### config.mk
export PLATFORM = sky130hd
export DESIGN_NAME = contador_cmd_seq
export DESIGN_NICKNAME = d
export VERILOG_FILES = /design/src/rtl/contador_cmd_seq.sv
export SDC_FILE = /design/constraint.sdc
export NUM_CORES = 1
export LEC_CHECK = 0
export BUFFER_PORTS_ARGS = -buffer_cell sky130_fd_sc_hd__buf_2
export CAP_MARGIN = 20
export CELL_PAD_IN_SITES_DETAIL_PLACEMENT = 1
export CELL_PAD_IN_SITES_GLOBAL_PLACEMENT = 2
export CORE_ASPECT_RATIO = 0.5
export CORE_MARGIN = 2
export CORE_UTILIZATION = 30
export DETAILED_ROUTE_END_ITERATION = 12
export GPL_ROUTABILITY_DRIVEN = 0
export GPL_TIMING_DRIVEN = 0
export HOLD_SLACK_MARGIN = 0.02
export PLACE_DENSITY = 0.6
export SYNTH_ARGS = -nofsm -noshare
export SYNTH_HDL_FRONTEND = slang
export SYNTH_SLANG_ARGS = --single-unit
### constraint.sdc
create_clock -name clk -period 5.8 [get_ports clk]
set_input_delay 1.45 -clock clk [delete_from_list [all_inputs] [get_ports clk]]
set_output_delay 1.45 -clock clk [all_outputs]
set_load 0.03 [all_outputs]
### src/rtl/contador_cmd_seq.sv
// contador_cmd_seq: queues {modo, d, len} commands and plays each one as LEN enabled counter cycles.
// Optional RCO_STOP_EN: RCO sampled high in RUN ends the command early and pulses ABORT with DONE.
module contador_cmd_seq #(
  parameter int WIDTH = 4,
  parameter int DEPTH = 4,
  parameter int CNT_W = 8
) (
  input  logic             clk,
  input  logic             rst_l,
  input  logic             cmd_valid,
  output logic             cmd_ready,
  input  logic [1:0]       cmd_modo,
  input  logic [WIDTH-1:0] cmd_d,
  input  logic [CNT_W-1:0] cmd_len,
  output logic             enb,
  output logic [1:0]       modo,
  output logic [WIDTH-1:0] d,
  input  logic             rco,
  output logic             busy,
  output logic             done,
  output logic             abort
);

  localparam int AW = (DEPTH > 1) ? $clog2(DEPTH) : 1;
  localparam logic [AW:0]      CNT_ONE  = (AW+1)'(1);
  localparam logic [AW:0]      CNT_FULL = (AW+1)'(DEPTH);
  localparam logic [AW-1:0]    PTR_ONE  = AW'(1);
  localparam logic [CNT_W-1:0] REM_ONE  = CNT_W'(1);

  typedef struct packed {
    logic [1:0]       modo;
    logic [WIDTH-1:0] d;
    logic [CNT_W-1:0] len;
  } cmd_t;

  typedef enum logic [1:0] {IDLE, LOAD, RUN} state_t;

  cmd_t             mem [DEPTH];
  cmd_t             head;
  logic [AW-1:0]    wr_ptr;
  logic [AW-1:0]    rd_ptr;
  logic [AW:0]      count;
  logic [AW:0]      count_nxt;
  logic             push;
  logic             pop;
  state_t           state;
  logic [CNT_W-1:0] rem;

  assign push = cmd_valid && cmd_ready;
  assign pop  = (state == LOAD);
  assign head = mem[rd_ptr];

  always_comb begin
    count_nxt = count;
    case ({push, pop})
      2'b10:   count_nxt = count + CNT_ONE;
      2'b01:   count_nxt = count - CNT_ONE;
      default: count_nxt = count;
    endcase
  end

  always_ff @(posedge clk) begin
    if (push) mem[wr_ptr] <= cmd_t'{cmd_modo, cmd_d, cmd_len};
  end

  // cmd_ready is a registered !full: a pop in the same cycle never frees a slot early
  always_ff @(posedge clk or negedge rst_l) begin
    if (!rst_l) begin
      wr_ptr    <= '0;
      rd_ptr    <= '0;
      count     <= '0;
      cmd_ready <= 1'b0;
    end else begin
      if (push) wr_ptr <= wr_ptr + PTR_ONE;
      if (pop)  rd_ptr <= rd_ptr + PTR_ONE;
      count     <= count_nxt;
      cmd_ready <= (count_nxt != CNT_FULL);
    end
  end

  always_ff @(posedge clk or negedge rst_l) begin
    if (!rst_l) begin
      state <= IDLE;
      rem   <= '0;
      enb   <= 1'b0;
      modo  <= '0;
      d     <= '0;
      busy  <= 1'b0;
      done  <= 1'b0;
      abort <= 1'b0;
    end else begin
      done  <= 1'b0;
      abort <= 1'b0;
      busy  <= (state != IDLE) || (count != '0);
      case (state)
        IDLE: begin
          if (count != '0) state <= LOAD;
        end
        LOAD: begin
          rem <= head.len;
          // a zero-length command leaves MODO/D untouched since ENB never rises
          if (head.len == '0) begin
            done  <= 1'b1;
            state <= (count > CNT_ONE) ? LOAD : IDLE;
          end else begin
            enb   <= 1'b1;
            modo  <= head.modo;
            d     <= head.d;
            state <= RUN;
          end
        end
        RUN: begin
          rem <= rem - REM_ONE;
          if (rem == REM_ONE) begin
            enb   <= 1'b0;
            done  <= 1'b1;
            state <= (count != '0) ? LOAD : IDLE;
          end
`ifdef RCO_STOP_EN
          else if (rco) begin
            enb   <= 1'b0;
            done  <= 1'b1;
            abort <= 1'b1;
            state <= (count != '0) ? LOAD : IDLE;
          end
`endif
        end
        default: state <= IDLE;
      endcase
    end
  end

`ifndef RCO_STOP_EN
  logic unused_rco;
  assign unused_rco = rco;
`endif

endmodule

==> run metrics <==
port bufs=26; worst ir drop on vdd=0.185 mV; Layout Utilization=a little over a third; Max Slew Vio Count=0; Setup crit end kind=register; largest cells by area after synthesis=edfxtp_1 46%, dfrtp_1 19%, ha_1 5.5%; Syn Inst Count=230; Remaining DRCs=0; die footprint=approximately 13000 µm²; number of hold buffers added after cts=0; final hold slack=between 0.5 and 0.6 ns; number of post-CTS setup repair buffers=0; final antenna-violating net count=0; Critical Path Source Type=register; Rows=28; worst-skew pair later-pin latency=roughly 0.34 ns; WP data required=approximately 6 ns; R2R setup slack=around 3.1 ns; Worst Setup Slack, final=3.11 ns; share of layout cells above drive strength 1=between 20% and 30%; asr flop ratio synth=32.5%; crit share post-route=approximately 46%; CTS tree=done; hold path start=d[0]; initial antenna violation count=0; Post-synth EDFFs=56; Die Ht=between 80 and 90 µm; Inst Count DP=421; WP data arrival=about 2.9 ns; post-CTS sizing=0; area leader, netlist=edfxtp_1; Num CTS Buffers=9; GRT overflow=0; DP HPWL=5.13 mm; num ports=29; Total Routing Usage GR=12.6%; Critical Path Max Stage Delay=approximately 0.66 ns; Initial Utilization=30.8%; Reg area=2360 µm²; Die X=~160 µm; Reg2Reg Depth=5; area taken by multi-input logic gates=about 1200 µm²; post-synthesis net count=~260; Crit. Startpoint=rd_ptr[0]; Avg Vias per Cell=roughly 4.8; crit path max fanout=7; worst hold endpoint=d[0]; clk_skew=about 0.0074 ns; RR Endpoint=modo[0]; critical path class=register to register; global-route wire length before repair=12.2 mm; routed length per instance=17.2 µm; ANT cells=0; final non-filler cell total=438; R2R Path Start=rd_ptr[0]; Final setup viols=0; area grow syn2layout=17.9%; Filler Cells Inserted=roughly 1300; sequential area share after synthesis=roughly two thirds; max_cap viols=0; Vias=roughly 2100; DRT Wirelength=around 7.5 mm; Hold WC Path Type=register to register; warnings from Yosys=0; P_leak=1.63 nW; Hold Path Stages=1; minimum clock period after layout=about 2.7 ns; RSZ-0062 raised after global routing=false; drt initial violations=roughly 130; H-tree Lvls=3; headroom to the max-slew limit=45.2%; Worst-path clk slew=around 0.060 ns; register bit total from synthesis=slightly above 80; Sink Count=83; top cell type's share of synthesized area=46.1%; drt pass-1 iters=4; post-synthesis cell area=roughly 3600 µm²; vias in the first global route=2251; CTS root buf=clkbuf_16; syn avg cell area=about 16 µm²; Worst path slowest cell=mux4_1; Least-Margin Pin Slew=between 0.8 and 0.9 ns; status=complete, no violations; pwr dens=around 540 nW/µm²; CP cell instances=buf_6 -> mux4_1 -> or4_4 -> o21ai_2 -> mux2_2; Clock Path Buffers=2; Final Hold Violating Endpoints=0; setup TNS=0 ns; pin count of the biggest net entering global routing=28; Core ar.=about 12000 µm²; synth unique cells=48; ys flop type=edfxtp_1; pre-CTS WS=roughly 2.8 ns; Final nets=~300; top achievable clock speed=372 MHz
==> Yosys cell counts (4+ instances only) <==
library cell,number
a21oi_1,10
and3_1,4
dfrtp_1,27
edfxtp_1,56
ha_1,16
inv_1,15
mux2_2,6
mux4_1,6
mux4_2,8
nand2_1,12
nand3_1,4
nor2b_1,4
o21ai_0,9
==> area by class of cell <==
cell class	instances	share of cell area, %
Inverter	15	1.31
Sequential cell	83	54.9
Buffer	8	1.57
Tap cell	165	4.80
Timing Repair Buffer	27	3.15
Clock inverter	6	1.66
Clock buffer	10	5.56
Multi-Input combinational cell	124	27.1
==> critical path: cells and delay by family, from the launching register on <==
kind,cells,cell delay [ns]
simple gates,1,0.58
mux,2,1.06
buf+inv,1,0.15
compound gates,1,0.44
flops,1,0.34
==> worst max path at each step <==
stage           endpoint  cells past startpoint
2_1_floorplan  cmd_ready                      4
3_3_place_gp   cmd_ready                      7
3_5_place_dp   cmd_ready                      7
4_1_cts          modo[0]                      5
5_1_grt        cmd_ready                      7
6_report         modo[0]                      5
==> per-layer routing <==
layer | wire length [µm] | track usage (%) | part of all wire (%) | vias to the layer above
met2 | 3650 | 20.8 | 48 | 27
li1 | - | - | - | 955
met3 | 215 | 3.43 | 2.9 | 10
met1 | 3570 | 16.4 | 47 | 1092
met5 | 0 | 0 | 0 | -
met4 | 99 | 4.50 | 1.3 | 0
==> cell families after synthesis <==
logic type | after synthesis | synth area share (%)
flops | 83 | 64.7
compound gates | 41 | 7.42
simple gates | 40 | 6.11
mux | 23 | 12.1
buf+inv | 23 | 3.40
fa+ha+maj | 16 | 5.49
xor+xnor | 3 | 0.721
other cells | 1 | 0.103
==> state kept, by name, summed over array words and instances (netlist names) <==
register	flops
cmd_ready	1
enb	1
busy	1
d	4
modo	2
mem	56
rem	8
state	2
count	3
done	1
wr_ptr	2
rd_ptr	2
==> report_power, final <==
| group | internal [mW] | switching (mW) | total, mW |
|---|---|---|---|
| combinational | 0.354 | 0.472 | 0.826 |
| sequential | 0.816 | 0.0989 | 0.915 |
| clock | 0.351 | 0.240 | 0.591 |
==> cells in the final DEF, fill, tap and decap left out, types with 2 or more instances in the layout <==
master | Yosys | final
a31oi_1 | 2 | 2
clkbuf_8 | 1 | 2
or4_4 | 2 | 2
o31ai_1 | 3 | 3
buf_2 | 0 | 26
xnor2_1 | 2 | 2
a2bb2oi_1 | 2 | 2
nor3_1 | 2 | 2
ha_1 | 16 | 16
nor2_1 | 3 | 3
a21oi_1 | 10 | 10
nand2_1 | 12 | 12
o21ai_0 | 9 | 9
mux2_2 | 6 | 6
clkbuf_1 | 3 | 3
a21boi_0 | 3 | 3
inv_6 | 0 | 2
inv_1 | 15 | 15
mux2i_1 | 2 | 2
edfxtp_1 | 56 | 56
clkbuf_16 | 0 | 9
nand4_1 | 2 | 2
nor2b_1 | 4 | 4
mux4_2 | 8 | 8
and3_1 | 4 | 4
nand3_1 | 4 | 4
nand2b_1 | 2 | 2
o22ai_1 | 3 | 3
dfrtp_1 | 27 | 27
mux4_1 | 6 | 6
==> per-stage QoR <==
step	power, mW	cell area, µm²
floorplan	1.52	3640
global placement	1.74	3980
detailed placement	1.77	3980
CTS	2.37	4290
global route	2.49	4300
finish	2.33	4300
Power figures use the tool's default switching activity.
